File: config.mk
export PLATFORM = sky130hd
export DESIGN_NAME = mc_controller_flat
export DESIGN_NICKNAME = d
export VERILOG_FILES = /design/src/rtl/mc_controller_if.sv /design/src/rtl/mc_controller.sv /design/src/flat_wrapper.sv
export SDC_FILE = /design/constraint.sdc
export NUM_CORES = 1
export LEC_CHECK = 0
export CORE_MARGIN = 2
export CORE_UTILIZATION = 42
export DETAILED_ROUTE_END_ITERATION = 8
export GPL_ROUTABILITY_DRIVEN = 0
export PLACE_DENSITY = 0.73
export SYNTH_ARGS = -nofsm -noshare
export SYNTH_HDL_FRONTEND = slang
export SYNTH_SLANG_ARGS = --single-unit
export TNS_END_PERCENT = 1
File: constraint.sdc
create_clock -name clk -period 1.82 [get_ports clk]
set_input_delay 0.364 -clock clk [delete_from_list [all_inputs] [get_ports clk]]
set_output_delay 0.364 -clock clk [all_outputs]
set_load 0.01 [all_outputs]
File: src/rtl/mc_controller_if.sv
// Bundle between the multicycle controller and the datapath/memory side:
// instruction fields, ALU flags and memory handshake in; control strobes out.
interface mc_controller_if #(parameter int BE_W = 4);
  logic [3:0]      Cond;
  logic [1:0]      Op;
  logic [5:0]      Funct;
  logic [3:0]      Rd;
  logic [1:0]      Op2;
  logic [1:0]      ByteSel;
  logic [3:0]      ALUFlags;
  logic            mem_ready;

  logic            PCWrite;
  logic            AdrSrc;
  logic            IRWrite;
  logic            RegW;
  logic            MemW;
  logic            mem_req;
  logic            ALUSrcA;
  logic            ShifterSrc;
  logic            mem_err;
  logic [1:0]      ResultSrc;
  logic [1:0]      ALUSrcB;
  logic [1:0]      ImmSrc;
  logic [1:0]      RegSrc;
  logic [3:0]      ALUControl;
  logic [BE_W-1:0] be;

  modport master (
    input  Cond, Op, Funct, Rd, Op2, ByteSel, ALUFlags, mem_ready,
    output PCWrite, AdrSrc, IRWrite, RegW, MemW, mem_req, ALUSrcA, ShifterSrc,
           mem_err, ResultSrc, ALUSrcB, ImmSrc, RegSrc, ALUControl, be
  );

  modport slave (
    output Cond, Op, Funct, Rd, Op2, ByteSel, ALUFlags, mem_ready,
    input  PCWrite, AdrSrc, IRWrite, RegW, MemW, mem_req, ALUSrcA, ShifterSrc,
           mem_err, ResultSrc, ALUSrcB, ImmSrc, RegSrc, ALUControl, be
  );
endinterface

File: src/rtl/mc_controller.sv
// Multicycle ARM-style controller with memory wait timeout and byte enables.
// Define MC_CTRL_BL_EN to add the BLINK state (BL writes R14); otherwise BL runs as B.
module mc_controller #(
  parameter int BE_W         = 4,
  parameter int MEM_WAIT_MAX = 15
) (
  input logic            clk,
  input logic            reset,
  mc_controller_if.master bus
);

  typedef enum logic [3:0] {
    FETCH, DECODE, MEMADR, MEMRD, MEMWB, MEMWR, EXECR, EXECI, ALUWB, BRANCH
`ifdef MC_CTRL_BL_EN
    , BLINK
`endif
  } state_t;

  state_t          state;
  state_t          state_next;
  logic            condex;
  logic [3:0]      flags;
  logic [7:0]      wait_cnt;
  logic            mem_err_q;
  logic [BE_W-1:0] be_q;
  logic [BE_W-1:0] be_dec;
  logic [3:0]      be_sub;
  logic            be_word;
  logic            is_load;
  logic            mem_phase;
  logic            timeout;

  function automatic logic cond_eval(input logic [3:0] c, input logic [3:0] f);
    logic n, z, cy, v;
    {n, z, cy, v} = f;
    case (c)
      4'b0000: return z;
      4'b0001: return !z;
      4'b0010: return cy;
      4'b0011: return !cy;
      4'b0100: return n;
      4'b0101: return !n;
      4'b0110: return v;
      4'b0111: return !v;
      4'b1000: return cy && !z;
      4'b1001: return !cy || z;
      4'b1010: return n == v;
      4'b1011: return n != v;
      4'b1100: return !z && (n == v);
      4'b1101: return z || (n != v);
      4'b1110: return 1'b1;
      default: return 1'b0;
    endcase
  endfunction

  // Only arithmetic ops produce meaningful carry/overflow.
  function automatic logic cv_update(input logic [3:0] alu);
    case (alu)
      4'b0010, 4'b0011, 4'b0100, 4'b0101,
      4'b0110, 4'b0111, 4'b1010, 4'b1011: return 1'b1;
      default:                            return 1'b0;
    endcase
  endfunction

  assign is_load   = (bus.Op == 2'b01 && bus.Funct[0]) ||
                     (bus.Op == 2'b00 && bus.Op2 != 2'b00 && bus.Funct[5]);
  assign mem_phase = (state == FETCH) || (state == MEMRD) || (state == MEMWR);
  // A ready arriving on the limit cycle still completes the access.
  assign timeout   = mem_phase && !bus.mem_ready && (wait_cnt == 8'(MEM_WAIT_MAX));

  always_comb begin
    be_sub  = 4'b0000;
    be_word = 1'b0;
    if (bus.Op == 2'b01) begin
      if (bus.Funct[2]) be_sub = {2'b00, bus.ByteSel};
      else              be_word = 1'b1;
    end else begin
      case (bus.Op2)
        2'b01:   be_sub = bus.Funct[5] ? {2'b01, bus.ByteSel} : 4'b0100;
        2'b10:   be_sub = {2'b10, bus.ByteSel};
        2'b11:   be_sub = {2'b11, bus.ByteSel[1], 1'b0};
        default: be_word = 1'b1;
      endcase
    end
    be_dec = be_word ? {BE_W{1'b1}} : BE_W'(be_sub);
  end

  always_comb begin
    state_next = state;
    case (state)
      FETCH:  if (bus.mem_ready) state_next = DECODE;
      DECODE: begin
        case (bus.Op)
          2'b00:   state_next = (bus.Op2 != 2'b00) ? MEMADR : (bus.Funct[5] ? EXECI : EXECR);
          2'b01:   state_next = MEMADR;
          2'b10:   state_next = BRANCH;
          default: state_next = FETCH;
        endcase
      end
      MEMADR: state_next = is_load ? MEMRD : MEMWR;
      MEMRD:  if (bus.mem_ready) state_next = MEMWB;
      MEMWR:  if (bus.mem_ready) state_next = FETCH;
      EXECR,
      EXECI:  state_next = ALUWB;
`ifdef MC_CTRL_BL_EN
      BRANCH: state_next = bus.Funct[4] ? BLINK : FETCH;
`else
      BRANCH: state_next = FETCH;
`endif
      default: state_next = FETCH;
    endcase
    if (timeout) state_next = FETCH;
  end

  always_ff @(posedge clk) begin
    if (!reset) begin
      state     <= FETCH;
      flags     <= 4'b0000;
      condex    <= 1'b0;
      wait_cnt  <= 8'd0;
      mem_err_q <= 1'b0;
      be_q      <= '0;
    end else begin
      state     <= state_next;
      mem_err_q <= timeout;
      if (state_next != state || timeout) wait_cnt <= 8'd0;
      else if (mem_phase && !bus.mem_ready) wait_cnt <= wait_cnt + 8'd1;
      if (state == DECODE) condex <= cond_eval(bus.Cond, flags);
      if ((state == EXECR || state == EXECI) && condex && bus.Funct[0]) begin
        flags[3:2] <= bus.ALUFlags[3:2];
        if (cv_update(bus.Funct[4:1])) flags[1:0] <= bus.ALUFlags[1:0];
      end
      // Byte enables are captured once on entry to MEMADR and held for the access.
      if (state_next == MEMADR || state_next == MEMRD || state_next == MEMWB || state_next == MEMWR)
        be_q <= (state == DECODE) ? be_dec : be_q;
      else
        be_q <= '0;
    end
  end

  always_comb begin
    bus.PCWrite    = 1'b0;
    bus.AdrSrc     = 1'b0;
    bus.IRWrite    = 1'b0;
    bus.RegW       = 1'b0;
    bus.MemW       = 1'b0;
    bus.mem_req    = 1'b0;
    bus.ALUSrcA    = 1'b0;
    bus.ShifterSrc = 1'b0;
    bus.ResultSrc  = 2'b00;
    bus.ALUSrcB    = 2'b00;
    bus.ImmSrc     = 2'b00;
    bus.RegSrc     = 2'b00;
    bus.ALUControl = 4'b0000;
    case (state)
      FETCH: begin
        bus.mem_req = 1'b1;
        if (bus.mem_ready) begin
          bus.IRWrite   = 1'b1;
          bus.PCWrite   = 1'b1;
          bus.ALUSrcA   = 1'b1;
          bus.ALUSrcB   = 2'b10;
          bus.ResultSrc = 2'b10;
        end
      end
      MEMADR: begin
        bus.ALUControl = 4'b0100;
        bus.ALUSrcB    = 2'b01;
      end
      MEMRD: begin
        bus.mem_req = 1'b1;
        bus.AdrSrc  = 1'b1;
      end
      MEMWR: begin
        bus.mem_req = 1'b1;
        bus.AdrSrc  = 1'b1;
        bus.MemW    = condex;
      end
      MEMWB: begin
        bus.ResultSrc = 2'b01;
        bus.RegW      = condex;
      end
      EXECR, EXECI: begin
        bus.ALUControl = bus.Funct[4:1];
        bus.ShifterSrc = (bus.Funct[4:1] == 4'b1101);
        bus.ALUSrcB    = (state == EXECI) ? 2'b01 : 2'b00;
      end
      ALUWB: begin
        bus.RegW    = condex && (bus.Funct[4:3] != 2'b10);
        bus.PCWrite = condex && (bus.Funct[4:3] != 2'b10) && (bus.Rd == 4'b1111);
      end
      BRANCH: begin
        bus.ImmSrc  = 2'b10;
        bus.RegSrc  = 2'b01;
        bus.ALUSrcB = 2'b01;
        bus.PCWrite = condex;
      end
`ifdef MC_CTRL_BL_EN
      BLINK: begin
        bus.RegW      = condex;
        bus.ResultSrc = 2'b10;
      end
`endif
      default: ;
    endcase
    // Architectural writes are held off for as long as reset is asserted.
    if (!reset) begin
      bus.PCWrite = 1'b0;
      bus.IRWrite = 1'b0;
      bus.RegW    = 1'b0;
      bus.MemW    = 1'b0;
    end
  end

  assign bus.be      = be_q;
  assign bus.mem_err = mem_err_q;

endmodule

File: src/flat_wrapper.sv
// flat-port wrapper written by rule: the top's interface ports become plain ports
module mc_controller_flat 
#(
  parameter int BE_W         = 4,
  parameter int MEM_WAIT_MAX = 15
)
  (clk, reset, bus_Cond, bus_Op, bus_Funct, bus_Rd, bus_Op2, bus_ByteSel, bus_ALUFlags, bus_mem_ready, bus_PCWrite, bus_AdrSrc, bus_IRWrite, bus_RegW, bus_MemW, bus_mem_req, bus_ALUSrcA, bus_ShifterSrc, bus_mem_err, bus_ResultSrc, bus_ALUSrcB, bus_ImmSrc, bus_RegSrc, bus_ALUControl, bus_be);
  mc_controller_if #(.BE_W(BE_W)) bus_i ();
  input logic clk;
  input logic reset;
  input wire logic [$bits(bus_i.Cond)-1:0] bus_Cond;
  input wire logic [$bits(bus_i.Op)-1:0] bus_Op;
  input wire logic [$bits(bus_i.Funct)-1:0] bus_Funct;
  input wire logic [$bits(bus_i.Rd)-1:0] bus_Rd;
  input wire logic [$bits(bus_i.Op2)-1:0] bus_Op2;
  input wire logic [$bits(bus_i.ByteSel)-1:0] bus_ByteSel;
  input wire logic [$bits(bus_i.ALUFlags)-1:0] bus_ALUFlags;
  input wire logic [$bits(bus_i.mem_ready)-1:0] bus_mem_ready;
  output wire logic [$bits(bus_i.PCWrite)-1:0] bus_PCWrite;
  output wire logic [$bits(bus_i.AdrSrc)-1:0] bus_AdrSrc;
  output wire logic [$bits(bus_i.IRWrite)-1:0] bus_IRWrite;
  output wire logic [$bits(bus_i.RegW)-1:0] bus_RegW;
  output wire logic [$bits(bus_i.MemW)-1:0] bus_MemW;
  output wire logic [$bits(bus_i.mem_req)-1:0] bus_mem_req;
  output wire logic [$bits(bus_i.ALUSrcA)-1:0] bus_ALUSrcA;
  output wire logic [$bits(bus_i.ShifterSrc)-1:0] bus_ShifterSrc;
  output wire logic [$bits(bus_i.mem_err)-1:0] bus_mem_err;
  output wire logic [$bits(bus_i.ResultSrc)-1:0] bus_ResultSrc;
  output wire logic [$bits(bus_i.ALUSrcB)-1:0] bus_ALUSrcB;
  output wire logic [$bits(bus_i.ImmSrc)-1:0] bus_ImmSrc;
  output wire logic [$bits(bus_i.RegSrc)-1:0] bus_RegSrc;
  output wire logic [$bits(bus_i.ALUControl)-1:0] bus_ALUControl;
  output wire logic [$bits(bus_i.be)-1:0] bus_be;
  assign bus_i.Cond = bus_Cond;
  assign bus_i.Op = bus_Op;
  assign bus_i.Funct = bus_Funct;
  assign bus_i.Rd = bus_Rd;
  assign bus_i.Op2 = bus_Op2;
  assign bus_i.ByteSel = bus_ByteSel;
  assign bus_i.ALUFlags = bus_ALUFlags;
  assign bus_i.mem_ready = bus_mem_ready;
  assign bus_PCWrite = bus_i.PCWrite;
  assign bus_AdrSrc = bus_i.AdrSrc;
  assign bus_IRWrite = bus_i.IRWrite;
  assign bus_RegW = bus_i.RegW;
  assign bus_MemW = bus_i.MemW;
  assign bus_mem_req = bus_i.mem_req;
  assign bus_ALUSrcA = bus_i.ALUSrcA;
  assign bus_ShifterSrc = bus_i.ShifterSrc;
  assign bus_mem_err = bus_i.mem_err;
  assign bus_ResultSrc = bus_i.ResultSrc;
  assign bus_ALUSrcB = bus_i.ALUSrcB;
  assign bus_ImmSrc = bus_i.ImmSrc;
  assign bus_RegSrc = bus_i.RegSrc;
  assign bus_ALUControl = bus_i.ALUControl;
  assign bus_be = bus_i.be;
  mc_controller #(.BE_W(BE_W), .MEM_WAIT_MAX(MEM_WAIT_MAX)) u_core (.clk(clk), .reset(reset), .bus(bus_i));
endmodule
==> metrics.yaml, run 1 <==
initial_core_util_pct: 42.9
core_um2: 3940
place_ws_ns: -0.680
synth-edff-count: 0
total_power_uw: 1360
synthAdderAreaFrac_pct: 0.740
setup_slack_ns: -0.183
drtPass1Iterations: 5
grt-ovfl-total: 0
wire_per_inst_um: 14.6
yosysTopAreaCell: "dfxtp_1"
antenna_found_initial: 0
dieArea_um2: 4550
top_layer: "met4"
required_ns: 1.98
hold_path_end: "u_core.wait_cnt[1]"
ios: 52
synth_xor_area_share_pct: 5.70
max_stage_delay_ns: 0.50
synth_compound_area_share_pct: 18.1
fp-row-count: 23
synth.area.top_cells: "dfxtp_1 (26%), nand2_1 (4.4%), mux2i_1 (4.1%), xor2_1 (4.1%), nor2_1 (4.0%)"
synthSimpleGateAreaFrac_pct: 38.2
crit-reg2reg-capture: "u_core.bus.be[1]"
cp_top_family: "simple AND/OR/NAND/NOR gates"
hold_viol: 0
ys_seq_elements: 22
die_h_um: 67.5
synthMuxAreaShare_pct: 4.81
ys_top_cells_by_count: "dfxtp_1 (22), nand2_1 (20), nor2_1 (18), o21ai_0 (13), nor3_1 (12)"
dr_wl_met2_um: 2570
synth.most_common_cell: "dfxtp_1"
synth_top_family_by_area: "simple AND/OR/NAND/NOR gates"
maxSlewViolCount: 0
grt_max_degree: 14
startpoint_type: "flop"
fin_area_um2: 2780
clockBufferDepth: 2
synth_area_um2: 1690
drive_gt1_share_pct: 36.5
max-cap-violations: 0
antenna_cells: 0
yosysSeqAreaShare_pct: 26.0
grt_pass1_vias: 1878
synth_cells: 215
leakage_uw: 0.00121
clock_latency_ns: 0.26
synthFlopType: "dfxtp_1"
hold_start: "u_core.wait_cnt[1]"
syn_area_per_cell_um2: 7.87
end_kind: "flop"
critPathSlowestCell: "or4b_4"
fillers: 325
fmax_mhz: 499
arrival_ns: 2.16
vias: 1974
dp_hpwl_um: 3670
area_growth_pct: 64.5
totalWireLength_um: 5280
cts_inserted_buffers: 3
rsz0062_at_grt: "true"
post_drt_via_cell_ratio: 5.45
finalClockSkew_ns: 0.00199
grt_util_all_layers_pct: 23.1
rr_startpoint: "u_core.state[2]"
crit_buf_inv: 2
cts_tree: "done"
worstRegToRegCells: 7
min_path_type: "flop to flop"
ant_nets: 0
async_flop_share_pct: 0
dpl_cell_area_um2: 2530
clock-sinks: 22
cts.reportedPaths.clkPinSlew_ns: 0.08
hold_slack_ns: 0.556
wl_met3_um: 341
ys_warn_count: 0
fin_cells: 362
ir_drop_uv: 395
dp_cells: 349
cp.depth: 7
regToRegSetupSlack_ns: -0.18
setup_viol: 20
path_class: "flop to flop"
m1WireLength_um: 2270
status: "complete, but fails checks"
path_cells: "buf_6 > buf_6 > or4b_4 > a221o_1 > o211ai_2 > a21oi_2 > nor4b_2"
die_w_um: 67.5
root_buffer: "clkbuf_8"
drc: 0
grt_pass1_wl_um: 8250
period_needed_ns: 2.00
fin_crit_sh_pct: 110
violations: "setup timing"
port_buffers: 49
power_density_nw_per_um2: 489
hold_path_depth: 2
drt-initial-drc-count: 170
synth_top_area_share_pct: 26.0
crit_top_cell: "buf_6"
nets: 341
yosysUniqueCellTypes: 54
cp_max_fo: 5
cts_max_level: 1
## worst register-to-register path, stage by stage, from the launching register on
cell	delay, ns
dfxtp_2	0.33
buf_6	0.12
buf_6	0.12
or4b_4	0.50
a221o_1	0.31
o211ai_2	0.12
a21oi_2	0.10
nor4b_2	0.32
## area by class of cell
cell class	count	area, um2	area share, %
clock buffers	3	41.3	1.48
well taps	50	62.6	2.25
multi-input cells	174	1270	45.5
flip-flops and latches	22	453	16.3
repair buffers	106	906	32.6
inverters	6	22.5	0.809
clock inverters	1	30.0	1.08
## per-stage QoR
step	setup TNS, ns	utilization [%]
2_1_floorplan	0	-
3_3_place_gp	-10.66	64.1
3_5_place_dp	-12.07	64.1
4_1_cts	-2.28	67.9
5_1_grt	-3.44	70.6
6_report	-1.79	70.6
## layer usage
layer	vias up	track usage, %
li1	968	-
met1	922	29.2
met2	73	40.0
met5	-	0
met3	11	2.67
met4	0	8.67
## power breakdown
part | switching, uW | internal, uW
Combinational | 188 | 218
Sequential | 13.1 | 487
Clock | 160 | 293
## registers in the layout, indices dropped and copies added, names as in the netlist
register	flops
u_core.bus.be	4
u_core.wait_cnt	8
u_core.state	4
u_core.bus.mem_err	1
u_core.condex	1
u_core.flags	4
## layout by cell type (no fill, tap or decap), types with 4 or more instances in the layout
| master | Yosys | layout |
|---|---|---|
| buf_4 | 5 | 52 |
| clkdlybuf4s50_1 | 0 | 24 |
| nand2_1 | 20 | 20 |
| dfxtp_1 | 22 | 18 |
| nor2_1 | 18 | 15 |
| o21ai_0 | 13 | 11 |
| nor3_1 | 12 | 10 |
| buf_2 | 3 | 9 |
| nand3_1 | 8 | 8 |
| mux2i_1 | 7 | 7 |
| xor2_1 | 8 | 7 |
| and2_1 | 8 | 6 |
| inv_1 | 6 | 5 |
| a21oi_1 | 6 | 5 |
| and3_1 | 7 | 5 |
| dlymetal6s2s_1 | 0 | 5 |
| buf_6 | 1 | 5 |
| a31oi_1 | 5 | 4 |
| nor2b_1 | 4 | 4 |
## worst max path at each step
stage | startpoint | end | slack [ns]
after floorplan | u_core.state[3] | u_core.wait_cnt[0] | 0.11
after global placement | bus_Funct[3] | bus_PCWrite | -0.70
after detailed placement | bus_Funct[3] | bus_PCWrite | -0.68
after CTS | u_core.state[2] | bus_ALUControl[2] | -0.21
after global routing | u_core.state[2] | u_core.bus.be[1] | -0.23
final | u_core.state[2] | u_core.bus.be[1] | -0.18
## cells by family (layout without fill, tap and decap cells)
logic type | Yosys count | count (layout)
buf+inv | 20 | 116
simple gates | 110 | 110
compound gates | 42 | 42
xor+xnor | 11 | 11
other cells | 1 | 2
mux | 8 | 8
fa+ha+maj | 1 | 1
flops | 22 | 22
## timing repair
action / CTS / global route
pin swaps: 6 / 9
hold buffers: 0 / 0
gates resized for setup: 75 / 34
buffers inserted: 5 / 4
endpoints found under the setup margin: 34 / 31
(Power assumes the default switching activity.)
==> run 2: changes to the inputs <==
==> constraint.sdc (replaced) <==
create_clock -name clk -period 1.82 [get_ports clk]
set_input_delay 0.182 -clock clk [delete_from_list [all_inputs] [get_ports clk]]
set_output_delay 0.182 -clock clk [all_outputs]
set_load 0.01 [all_outputs]
==> run 2 against run 1 <==
Compared with the run above:
- the run still ends with setup timing left
- critical path type unchanged
- largest power group unchanged
- setup slack improved by 0.065 ns
- critical endpoint is now u_core.bus.be[0]
- register-to-register slack improved by 0.06 ns
- flip-flop and latch count did not move
- clock power rose by 2%
==> metrics.yaml, run 2 (synthesized netlist as in run 1, its figures left out) <==
wire_per_inst_um: 14.1  # was 14.6 um
drive_gt1_share_pct: 25.4  # was 36.5%
ant_nets: 0  # unchanged
slew_headroom_pct: 61.7
clkPwrFrac_pct: 34.8  # was 33.3%
regToRegSetupSlack_ns: -0.12  # was -0.18 ns
clock-sinks: 22  # unchanged
min_path_type: "primary input to flop"  # was flop to flop
grt_pass1_wl_um: 7560  # was 8250 um
cp.depth: 6  # was 7
crit_buf_inv: 1  # was 2
die_w_um: 67.5  # unchanged
area_growth_pct: 51.8  # was 64.5%
p_switching_uw: 353  # was 361 uW
rsz0062_at_grt: "true"  # unchanged
path_cells: "buf_6 > or4b_4 > a221o_1 > o211ai_4 > a21oi_4 > nor4bb_1"  # was buf_6 > buf_6 > or4b_4 > a221o_1 > o211ai_2 > a21oi_2 > nor4b_2
post_drt_via_cell_ratio: 5.41  # was 5.45
status: "complete, but fails checks"  # unchanged
final_common_cell: "buf_4"  # unchanged
max_stage_delay_ns: 0.53  # was 0.50 ns
fmax_mhz: 516  # was 499 MHz
swShare_pct: 26.6  # was 26.5%
setup_slack_ns: -0.119  # was -0.183 ns
path_class: "flop to flop"  # unchanged
ios: 52  # unchanged
dp_hpwl_um: 3690  # was 3670 um
clock_latency_ns: 0.27  # was 0.26 ns
cp_top_family: "simple AND/OR/NAND/NOR gates"  # unchanged
die_h_um: 67.5  # unchanged
antenna_cells: 0  # unchanged
drc: 0  # unchanged
antenna_found_initial: 0  # unchanged
rr_startpoint: "u_core.state[2]"  # unchanged
pwr-share-comb_pct: 27.3  # was 29.9%
cts_max_level: 1  # unchanged
max-cap-violations: 0  # unchanged
cts_inserted_buffers: 3  # unchanged
seq_power_share_pct: 37.9  # was 36.8%
clockBufferDepth: 2  # unchanged
hold_start: "bus_ALUFlags[1]"  # was u_core.wait_cnt[1]
dieArea_um2: 4550  # unchanged
vias: 1846  # was 1974
port_buffers: 49  # unchanged
maxSlewViolCount: 0  # unchanged
arrival_ns: 2.10  # was 2.16 ns
grt-ovfl-total: 0  # unchanged
holdBufCountCts: 0  # unchanged
grt_util_all_layers_pct: 21.6  # was 23.1%
fp-row-count: 23  # unchanged
ir_drop_uv: 420  # was 395 uV
end_kind: "flop"  # unchanged
top_register: "u_core.wait_cnt"  # unchanged
hold_path_end: "u_core.flags[1]"  # was u_core.wait_cnt[1]
drtPass1Iterations: 4  # was 5
internal_power_uw: 974  # was 999 uW
worstRegToRegCells: 6  # was 7
hold_viol: 0  # unchanged
grt_pass1_vias: 1731  # was 1878
core_um2: 3940  # unchanged
nets: 320  # was 341
leakage_uw: 0.00106  # was 0.00121 uW
worst_slew_pin_slew_ns: 0.572
cp_max_fo: 4  # was 5
startpoint_type: "flop"  # unchanged
required_ns: 1.99  # was 1.98 ns
violations: "setup timing"  # unchanged
drt-initial-drc-count: 153  # was 170
finalSetupTns_ns: -0.769  # was -1.79 ns
initial_core_util_pct: 42.9  # unchanged
totalWireLength_um: 4820  # was 5280 um
hold_path_depth: 3  # was 2
period_needed_ns: 1.94  # was 2.00 ns
cts.reportedPaths.clkPinSlew_ns: 0.08  # about the same
power_density_nw_per_um2: 517  # was 489 nW/um2
setup_viol: 13  # was 20
crit-reg2reg-capture: "u_core.bus.be[0]"  # was u_core.bus.be[1]
largest_reg_flops: 8  # unchanged
critPathSlowestCell: "or4b_4"  # unchanged
layout_common_cells: "buf_4 (37), clkdlybuf4s50_1 (31), nand2_1 (20)"  # was buf_4 (52), clkdlybuf4s50_1 (24), nand2_1 (20)
finalClockSkew_ns: 0.00330  # was 0.00199 ns
grt_max_degree: 16  # was 14
fin_crit_sh_pct: 107  # was 110%
root_buffer: "clkbuf_8"  # unchanged
cts_tree: "done"  # unchanged
final_util_pct: 65.2  # was 70.6%
## run 2: cell types whose count changed in the layout (fill, tap and decap cells not counted), sizes merged
cell and delta:
buf -29, clkdlybuf4s15 -4, clkdlybuf4s50 +7, dlygate4sd2 +10, dlymetal6s2s -5
## run 2: layout make-up
type | count | area [um2]
Sequential cell | 22 | 450
Timing Repair Buffer | 85 | 724
Inverter | 6 | 22.5
Clock buffer | 3 | 41.3
Clock inverter | 1 | 30.0
Fill cell | 350 | 1370
Tap cell | 50 | 62.6
Multi-Input combinational cell | 174 | 1240
## run 2: how the worst max path moves through the flow
stage / start / endpoint / slack, ns
final: u_core.state[2] / u_core.bus.be[0] / -0.12
after CTS: u_core.state[2] / u_core.bus.be[0] / -0.1
after global routing: u_core.state[1] / u_core.bus.be[0] / -0.19
after detailed placement: bus_Funct[3] / bus_PCWrite / -0.34
after floorplan: u_core.state[3] / u_core.wait_cnt[0] / 0.11
after global placement: bus_Funct[3] / bus_PCWrite / -0.33
## run 2: layer usage
metal / track usage (%) / routed length [um] / vias up
li1: - / - / 927
met4: 7.65 / 51 / 0
met3: 2.83 / 253 / 5
met5: 0 / 0 / -
met1: 26.8 / 2070 / 865
met2: 38.0 / 2440 / 49
## run 2: worst reg2reg max path, delay by kind of cell, from the launching register on
family	cells	cell delay [ns]
AND/OR/NAND/NOR	2	0.85
AO/OA/AOI/OAI	3	0.54
flip-flops	1	0.34
buffers and inverters	1	0.11
## run 2: metrics by stage
step                power (uW)  area, um2  cells  setup slack, ns  hold WS [ns]
floorplan                  686       1700    216            0.114         0.329
global placement           858       2430    336           -0.333         0.539
detailed placement         862       2430    336           -0.341         0.549
CTS                       1310       2500    340          -0.0997         0.537
global route              1390       2570    341           -0.193         0.538
finish                    1330       2570    341           -0.119         0.534
## run 2: power groups by stage
stage	logic, uW	clock network, uW	registers, uW
floorplan	178	0	508
global placement	346	0	512
detailed placement	349	0	513
CTS	345	464	501
global route	394	490	505
finish	362	461	503
## run 2: what timing repair did
action | 4_1_cts | 5_1_grt
buffers inserted | 0 | 1
gates resized for setup | 32 | 20
endpoints found under the setup margin | 32 | 21
pin swaps | 0 | 6
==> run 3: changes to the inputs <==
--- a/config.mk
+++ b/config.mk
@@ -7,6 +7,7 @@
 export LEC_CHECK = 0
 export CORE_MARGIN = 2
 export CORE_UTILIZATION = 42
+export CTS_CLUSTER_SIZE = 20
 export DETAILED_ROUTE_END_ITERATION = 8
 export GPL_ROUTABILITY_DRIVEN = 0
 export PLACE_DENSITY = 0.73
==> results of run 3 <==
No change in the layout: final DEF, timing and power equal those of run 2.
